File: src/rtl/truth_table_sweeper_if.sv
// Handshake and stimulus/result bundle for truth_table_sweeper.
// The master side drives start, expected and f; the slave side is the sweeper.
interface truth_table_sweeper_if;
    logic        start;
    logic [15:0] expected;
    logic        f;
    logic        a;
    logic        b;
    logic        c;
    logic        d;
    logic        busy;
    logic        done;
    logic [15:0] tt;
    logic [15:0] mismatch;
    logic [4:0]  err_cnt;
    logic        pass;

    modport master (
        output start, expected, f,
        input  a, b, c, d, busy, done, tt, mismatch, err_cnt, pass
    );

    modport slave (
        input  start, expected, f,
        output a, b, c, d, busy, done, tt, mismatch, err_cnt, pass
    );
endinterface

File: src/rtl/truth_table_sweeper.sv
// Steps {a,b,c,d} through all 16 vectors, samples f and grades it against expected.
// Optional SWEEP_STOP_ON_FAIL_EN ends the sweep at the first mismatching sample.
module truth_table_sweeper #(
    parameter int unsigned HOLD_CYCLES = 4
) (
    input  logic                 clk,
    input  logic                 rst_n,
    truth_table_sweeper_if.slave bus
);
    typedef enum logic [1:0] {
        S_IDLE,
        S_SETTLE,
        S_SAMPLE,
        S_DONE
    } state_t;

    localparam logic [7:0] HOLD_LAST = 8'(HOLD_CYCLES - 1);

    state_t      r_state;
    state_t      w_state_nxt;
    logic [3:0]  r_idx;
    logic [7:0]  r_hold;
    logic [15:0] r_exp;
    logic [15:0] r_tt;
    logic [15:0] r_mm;
    logic [4:0]  r_err;
    logic        r_pass;
    logic        w_miss;
    logic        w_stop;
    logic        w_drive;
    logic [4:0]  w_err_nxt;

    assign w_miss    = bus.f ^ r_exp[r_idx];
    assign w_err_nxt = r_err + 5'(w_miss);
    assign w_drive   = (r_state == S_SETTLE) || (r_state == S_SAMPLE);

`ifdef SWEEP_STOP_ON_FAIL_EN
    assign w_stop = (r_idx == 4'd15) || w_miss;
`else
    assign w_stop = (r_idx == 4'd15);
`endif

    always_comb begin
        w_state_nxt = r_state;
        unique case (r_state)
            S_IDLE:   if (bus.start) w_state_nxt = S_SETTLE;
            S_SETTLE: if (r_hold == HOLD_LAST) w_state_nxt = S_SAMPLE;
            S_SAMPLE: w_state_nxt = w_stop ? S_DONE : S_SETTLE;
            S_DONE:   w_state_nxt = S_IDLE;
            default:  w_state_nxt = S_IDLE;
        endcase
    end

    always_ff @(posedge clk) begin
        if (!rst_n) r_state <= S_IDLE;
        else        r_state <= w_state_nxt;
    end

    // pass is written on the edge into DONE so it is valid alongside done
    always_ff @(posedge clk) begin
        if (!rst_n) begin
            r_idx  <= '0;
            r_hold <= '0;
            r_exp  <= '0;
            r_tt   <= '0;
            r_mm   <= '0;
            r_err  <= '0;
            r_pass <= 1'b0;
        end else begin
            unique case (r_state)
                S_IDLE: begin
                    if (bus.start) begin
                        r_exp  <= bus.expected;
                        r_tt   <= '0;
                        r_mm   <= '0;
                        r_err  <= '0;
                        r_pass <= 1'b0;
                        r_idx  <= '0;
                        r_hold <= '0;
                    end
                end
                S_SETTLE: r_hold <= r_hold + 8'd1;
                S_SAMPLE: begin
                    r_tt[r_idx] <= bus.f;
                    r_mm[r_idx] <= w_miss;
                    r_err       <= w_err_nxt;
                    if (w_stop) begin
                        r_pass <= (w_err_nxt == 5'd0);
                    end else begin
                        r_idx  <= r_idx + 4'd1;
                        r_hold <= '0;
                    end
                end
                S_DONE: begin
                    r_idx  <= '0;
                    r_hold <= '0;
                end
                default: ;
            endcase
        end
    end

    assign bus.a        = w_drive & r_idx[3];
    assign bus.b        = w_drive & r_idx[2];
    assign bus.c        = w_drive & r_idx[1];
    assign bus.d        = w_drive & r_idx[0];
    assign bus.busy     = w_drive;
    assign bus.done     = (r_state == S_DONE);
    assign bus.tt       = r_tt;
    assign bus.mismatch = r_mm;
    assign bus.err_cnt  = r_err;
    assign bus.pass     = r_pass;
endmodule
File: src/flat_wrapper.sv
// flat-port wrapper written by rule: the top's interface ports become plain ports
module truth_table_sweeper_flat 
#(
    parameter int unsigned HOLD_CYCLES = 4
)
  (clk, rst_n, bus_start, bus_expected, bus_f, bus_a, bus_b, bus_c, bus_d, bus_busy, bus_done, bus_tt, bus_mismatch, bus_err_cnt, bus_pass);
  truth_table_sweeper_if bus_i ();
  input  logic clk;
  input  logic rst_n;
  input wire logic [$bits(bus_i.start)-1:0] bus_start;
  input wire logic [$bits(bus_i.expected)-1:0] bus_expected;
  input wire logic [$bits(bus_i.f)-1:0] bus_f;
  output wire logic [$bits(bus_i.a)-1:0] bus_a;
  output wire logic [$bits(bus_i.b)-1:0] bus_b;
  output wire logic [$bits(bus_i.c)-1:0] bus_c;
  output wire logic [$bits(bus_i.d)-1:0] bus_d;
  output wire logic [$bits(bus_i.busy)-1:0] bus_busy;
  output wire logic [$bits(bus_i.done)-1:0] bus_done;
  output wire logic [$bits(bus_i.tt)-1:0] bus_tt;
  output wire logic [$bits(bus_i.mismatch)-1:0] bus_mismatch;
  output wire logic [$bits(bus_i.err_cnt)-1:0] bus_err_cnt;
  output wire logic [$bits(bus_i.pass)-1:0] bus_pass;
  assign bus_i.start = bus_start;
  assign bus_i.expected = bus_expected;
  assign bus_i.f = bus_f;
  assign bus_a = bus_i.a;
  assign bus_b = bus_i.b;
  assign bus_c = bus_i.c;
  assign bus_d = bus_i.d;
  assign bus_busy = bus_i.busy;
  assign bus_done = bus_i.done;
  assign bus_tt = bus_i.tt;
  assign bus_mismatch = bus_i.mismatch;
  assign bus_err_cnt = bus_i.err_cnt;
  assign bus_pass = bus_i.pass;
  truth_table_sweeper #(.HOLD_CYCLES(HOLD_CYCLES)) u_core (.clk(clk), .rst_n(rst_n), .bus(bus_i));
endmodule
File: config.mk
export PLATFORM = sky130hd
export DESIGN_NAME = truth_table_sweeper_flat
export DESIGN_NICKNAME = d
export VERILOG_FILES = /design/src/rtl/truth_table_sweeper_if.sv /design/src/rtl/truth_table_sweeper.sv /design/src/flat_wrapper.sv
export SDC_FILE = /design/constraint.sdc
export NUM_CORES = 1
export LEC_CHECK = 0
export ABC_AREA = 1
export CORE_MARGIN = 3
export CORE_UTILIZATION = 50
export DETAILED_ROUTE_END_ITERATION = 8
export DONT_BUFFER_PORTS = 1
export PLACE_DENSITY = 0.68
export SLEW_MARGIN = 25
export SYNTH_ARGS = -nofsm -noshare
export SYNTH_HDL_FRONTEND = slang
export SYNTH_SLANG_ARGS = --single-unit
File: constraint.sdc
create_clock -name clk -period 2.3 [get_ports clk]
set_input_delay 0.46 -clock clk [delete_from_list [all_inputs] [get_ports clk]]
set_output_delay 0.46 -clock clk [all_outputs]
set_load 0.01 [all_outputs]
==> report_table.html <==
<table>
<tr><th>Metric</th><th>Value</th></tr>
<tr><th colspan="2">STA</th></tr>
<tr><td>Unrepaired setup endpoints after global routing</td><td>no</td></tr>
<tr><td>Worst setup margin</td><td>0.1544 ns</td></tr>
<tr><td>Highest attainable clock frequency</td><td>466.1 MHz</td></tr>
<tr><td>Final hold violation count</td><td>0</td></tr>
<tr><td>Final-layout worst hold slack</td><td>0.2353 ns</td></tr>
<tr><td>Fraction of the cycle the final worst path needs</td><td>93.29%</td></tr>
<tr><td>Final setup violation count</td><td>0</td></tr>
<tr><td>Min cycle time layout</td><td>2.146 ns</td></tr>
<tr><td>Slew HR</td><td>49.12%</td></tr>
<tr><td>Max-slew violations</td><td>0</td></tr>
<tr><td>Skew final</td><td>0.008631 ns</td></tr>
<tr><td>Total negative setup slack</td><td>0 ns</td></tr>
<tr><td>Slew at the pin closest to its max-slew limit</td><td>0.7613 ns</td></tr>
<tr><th colspan="2">GRT</th></tr>
<tr><td>Antenna violations before repair</td><td>0</td></tr>
<tr><td>Number of global-route vias before repair</td><td>2,745</td></tr>
<tr><td>Pin count of the biggest net entering global routing</td><td>30</td></tr>
<tr><td>Total global routing track utilization</td><td>21.25%</td></tr>
<tr><td>Grt total ovfl</td><td>0</td></tr>
<tr><td>Global-route wire length before repair</td><td>12,940 um</td></tr>
<tr><th colspan="2">Power and ir drop</th></tr>
<tr><td>P per Cell Area</td><td>1030 mW/mm^2</td></tr>
<tr><td>Share of power burned in combinational logic</td><td>36.6%</td></tr>
<tr><td>Internal Power</td><td>2.366 mW</td></tr>
<tr><td>Reported net switching power</td><td>1.526 mW</td></tr>
<tr><td>Clk pwr share</td><td>27.9%</td></tr>
<tr><td>Switching share of total power</td><td>39.20%</td></tr>
<tr><td>Sequential cell fraction of total power</td><td>35.5%</td></tr>
<tr><td>Leakage</td><td>1.434 nW</td></tr>
<tr><td>Max IR drop VDD</td><td>0.5741 mV</td></tr>
<tr><th colspan="2">Logic synthesis</th></tr>
<tr><td>Flip-flop cell with the highest count after synthesis</td><td>dfxtp_1</td></tr>
<tr><td>Net count after synthesis</td><td>489</td></tr>
<tr><td>Area share of and/or/nand/nor cells after synthesis</td><td>29.33%</td></tr>
<tr><td>Number of instances in the synthesized netlist</td><td>458</td></tr>
<tr><td>Seq/Total Area, Yosys</td><td>40.04%</td></tr>
<tr><td>Warnings from Yosys</td><td>0</td></tr>
<tr><td>Netlist area before placement</td><td>0.003400 mm^2</td></tr>
<tr><td>Synthesized-area fraction occupied by ao, oa, aoi and oai cells</td><td>16.93%</td></tr>
<tr><td>Adder-cell share of the synthesized area</td><td>4.049%</td></tr>
<tr><td>Most repeated cell in the gate-level netlist after synthesis</td><td>nand2_1</td></tr>
<tr><td>Async set-or-reset flop fraction in the synthesized netlist</td><td>0%</td></tr>
<tr><td>Portion of netlist area occupied by mux cells</td><td>0%</td></tr>
<tr><td>XOR/XNOR share of the synthesized area</td><td>1.031%</td></tr>
<tr><td>Top post-synthesis cells by count</td><td>113 x nand2_1, 68 x dfxtp_1, 51 x a21oi_1</td></tr>
<tr><td>Top cell type's share of synthesized area</td><td>40.04%</td></tr>
<tr><td>Count of distinct cell types in the synthesized netlist</td><td>35</td></tr>
<tr><td>Cell taking the most area after synthesis</td><td>dfxtp_1</td></tr>
<tr><td>Dominant combinational cell family by area after synthesis</td><td>simple AND/OR/NAND/NOR gates</td></tr>
<tr><td>Mean area per synthesized cell</td><td>7.423 um^2</td></tr>
<tr><td>Post-synthesis sequential element count</td><td>68</td></tr>
<tr><td>Top post-synthesis cells by area</td><td>dfxtp_1 40%, nand2_1 12%, a21oi_1 7.5%</td></tr>
<tr><td>Post-synth EDFFs</td><td>0</td></tr>
<tr><th colspan="2">Detailed routing</th></tr>
<tr><td>Drt initial violations</td><td>143</td></tr>
<tr><td>Number of design rule violations left after detail routing</td><td>0</td></tr>
<tr><td>Post-route antenna net violation count</td><td>0</td></tr>
<tr><td>First-pass detailed-route iteration total</td><td>4</td></tr>
<tr><td>Via/cell ratio</td><td>5.326</td></tr>
<tr><td>WL per Instance</td><td>14.16 um</td></tr>
<tr><td>Via count of the routed design</td><td>2,908</td></tr>
<tr><td>Final wirelength</td><td>7731 um</td></tr>
<tr><th colspan="2">Placed design</th></tr>
<tr><td>Weighted congestion at the end of routability-driven global placement</td><td>0.8141</td></tr>
<tr><td>IO buf count</td><td>0</td></tr>
<tr><td>Post-DP HPWL</td><td>5379 um</td></tr>
<tr><td>Setup slack after placement</td><td>0.009817 ns</td></tr>
<tr><td>Instance area at placement</td><td>0.003483 mm^2</td></tr>
<tr><th colspan="2">Final layout</th></tr>
<tr><td>Fill count</td><td>623</td></tr>
<tr><td>Layout cell share with drive strength beyond 1</td><td>20.26%</td></tr>
<tr><td>Post-route core utilization</td><td>58.52%</td></tr>
<tr><td>Antenna fix cells</td><td>0</td></tr>
<tr><td>Final non-filler cell area</td><td>0.003780 mm^2</td></tr>
<tr><td>Final net count</td><td>495</td></tr>
<tr><td>Area Overhead vs Synth</td><td>11.19%</td></tr>
<tr><th colspan="2">CTS</th></tr>
<tr><td>H-tree depth reported by CTS</td><td>3</td></tr>
<tr><td>Clock tree from TritonCTS</td><td>built</td></tr>
<tr><td>Number of sinks handled by clock tree synthesis</td><td>68</td></tr>
<tr><td>Number of CTS-inserted buffers</td><td>9</td></tr>
<tr><td>Cts hold-fix bufs</td><td>0</td></tr>
<tr><td>Root buf cell</td><td>clkbuf_8</td></tr>
<tr><td>Clk slew on worst S/H paths</td><td>0.07 ns</td></tr>
<tr><td>Maximum number of buffers from clock root to sink</td><td>2</td></tr>
<tr><td>Clock latency reported for the late side of the worst-skew pair</td><td>0.35 ns</td></tr>
<tr><th colspan="2">Critical path</th></tr>
<tr><td>Crit end category</td><td>flop</td></tr>
<tr><td>Req. time, crit path</td><td>2.58 ns</td></tr>
<tr><td>Max incr delay on CP</td><td>0.40 ns</td></tr>
<tr><td>CP max-delay cell</td><td>dfxtp_4</td></tr>
<tr><td>Origin of the worst setup path</td><td>u_core.r_idx[0]</td></tr>
<tr><td>Kind of critical path</td><td>reg -&gt; reg</td></tr>
<tr><td>Worst reg2reg path startpoint</td><td>u_core.r_idx[0]</td></tr>
<tr><td>Most common cell on crit path</td><td>nand2_1</td></tr>
<tr><td>Startpoint Class</td><td>flop</td></tr>
<tr><td>Number of cells traversed by the worst register-to-register path</td><td>15</td></tr>
<tr><td>Top fanout value on the critical path</td><td>6</td></tr>
<tr><td>Crit path arrival time</td><td>2.42 ns</td></tr>
<tr><td>Critical path, cell by cell</td><td>buf_6 -&gt; nand2_1 -&gt; nand3_1 -&gt; nand2_1 -&gt; nand2_1 -&gt; nand2_2 -&gt; nor2_4 -&gt; nand2_2 -&gt; and2_1 -&gt; ha_2 -&gt; ha_4 -&gt; xor2_1 -&gt; nor3_2 -&gt; nand3b_1 -&gt; a21oi_1</td></tr>
<tr><th colspan="2">Floorplanning</th></tr>
<tr><td>Std-Cell Core Area</td><td>0.006459 mm^2</td></tr>
<tr><td>Full die area</td><td>0.007824 mm^2</td></tr>
<tr><td>Top Ports</td><td>64</td></tr>
<tr><td>Cell Rows</td><td>29</td></tr>
<tr><td>Starting density of the core</td><td>52.63%</td></tr>
<tr><td>Die Span Y</td><td>88.46 um</td></tr>
<tr><td>Horiz. Die Dim</td><td>88.46 um</td></tr>
<tr><th colspan="2">Hold path</th></tr>
<tr><td>Worst min-delay path startpoint</td><td>rst_n</td></tr>
<tr><td>Hold Crit Depth</td><td>1</td></tr>
<tr><td>Worst hold path class</td><td>in -&gt; reg</td></tr>
<tr><th colspan="2">Status</th></tr>
<tr><td>Run status</td><td>completed</td></tr>
<tr><th colspan="2">Job</th></tr>
<tr><td>Maximum Capacitance Violations</td><td>0</td></tr>
</table>
-- layer usage --
layer  part of all wire, %  global-route usage [%]
met3                   7.4                   7.449
met1                    45                   26.19
met4                   1.1                   5.495
met5                     0                       0
met2                    46                   35.49
-- through the flow --
| stage | total power [mW] | std cells |
|---|---|---|
| after floorplan | 2.503 | 458 |
| after global placement | 2.736 | 527 |
| after detailed placement | 2.758 | 527 |
| after CTS | 3.850 | 543 |
| after global routing | 4.171 | 546 |
| final | 3.891 | 546 |
-- cell families after synthesis --
| logic type | after synthesis |
|---|---|
| simple gates | 201 |
| compound gates | 103 |
| buf+inv | 71 |
| flops | 68 |
| fa+ha+maj | 11 |
| xor+xnor | 4 |
-- final timing paths --
check | end | slack [ns]
min reg2reg | u_core.r_exp[5] | 0.45
max | u_core.bus.pass | 0.15
max reg2reg | u_core.bus.pass | 0.15
min | u_core.r_state[1] | 0.24
-- cells in the final DEF, fill, tap and decap left out, types with 2 or more instances in the layout --
cell,n
ha_1,9
xor2_1,2
inv_1,40
nor2_2,3
nor3_1,10
nor2_4,3
clkbuf_8,10
nand2_2,4
o21ai_0,33
a21oi_2,9
bufinv_16,2
nand3_2,10
nand2_4,3
a21oi_1,51
inv_2,11
buf_4,12
nand3_1,22
nand2_1,113
clkinv_2,4
o21ai_1,5
dfxtp_1,66
nor2_1,15
nor3_2,13
dfxtp_4,2
nand4_1,2
-- area by class of cell --
| cell class | count | area, um^2 | share of cell area (%) |
|---|---|---|---|
| clock buffer | 11 | 141.4 | 3.740 |
| clock inverter | 5 | 75.07 | 1.986 |
| inverter | 53 | 205.2 | 5.429 |
| multi-input combinational | 319 | 1792 | 47.40 |
| sequential | 68 | 1369 | 36.21 |
| tap | 77 | 96.34 | 2.549 |
| timing repair buffer | 13 | 101.3 | 2.681 |
-- power groups by stage --
stage	Combinational, mW	Clock (mW)	Sequential (mW)
4_1_cts	1.36	1.10	1.39
3_3_place_gp	1.33	0	1.41
2_1_floorplan	1.12	0	1.38
6_report	1.42	1.09	1.38
5_1_grt	1.61	1.16	1.40
3_5_place_dp	1.35	0	1.41
-- sequential cells by signal, indices dropped and copies added (netlist names) --
name / flops
u_core.r_hold: 8
u_core.r_idx: 4
u_core.bus.mismatch: 16
u_core.r_exp: 16
u_core.bus.err_cnt: 5
u_core.r_state: 2
u_core.bus.tt: 16
u_core.bus.pass: 1
-- worst max-delay path: cells and delay by family (launching register included) --
| family | cells | cell delay [ns] |
|---|---|---|
| buffers and inverters | 1 | 0.13 |
| adder cells (fa/ha/maj) | 2 | 0.35 |
| XOR/XNOR | 1 | 0.16 |
| AO/OA/AOI/OAI | 1 | 0.13 |
| AND/OR/NAND/NOR | 10 | 0.90 |
| flip-flops | 1 | 0.40 |
-- what timing repair did --
item                       CTS  global route
pin swaps                    0             0
resized for setup            1            13
setup endpoints to repair    1             3
cloned                       0             0
buffers inserted             0             3
No activity file was read; power rests on OpenSTA's default activity.
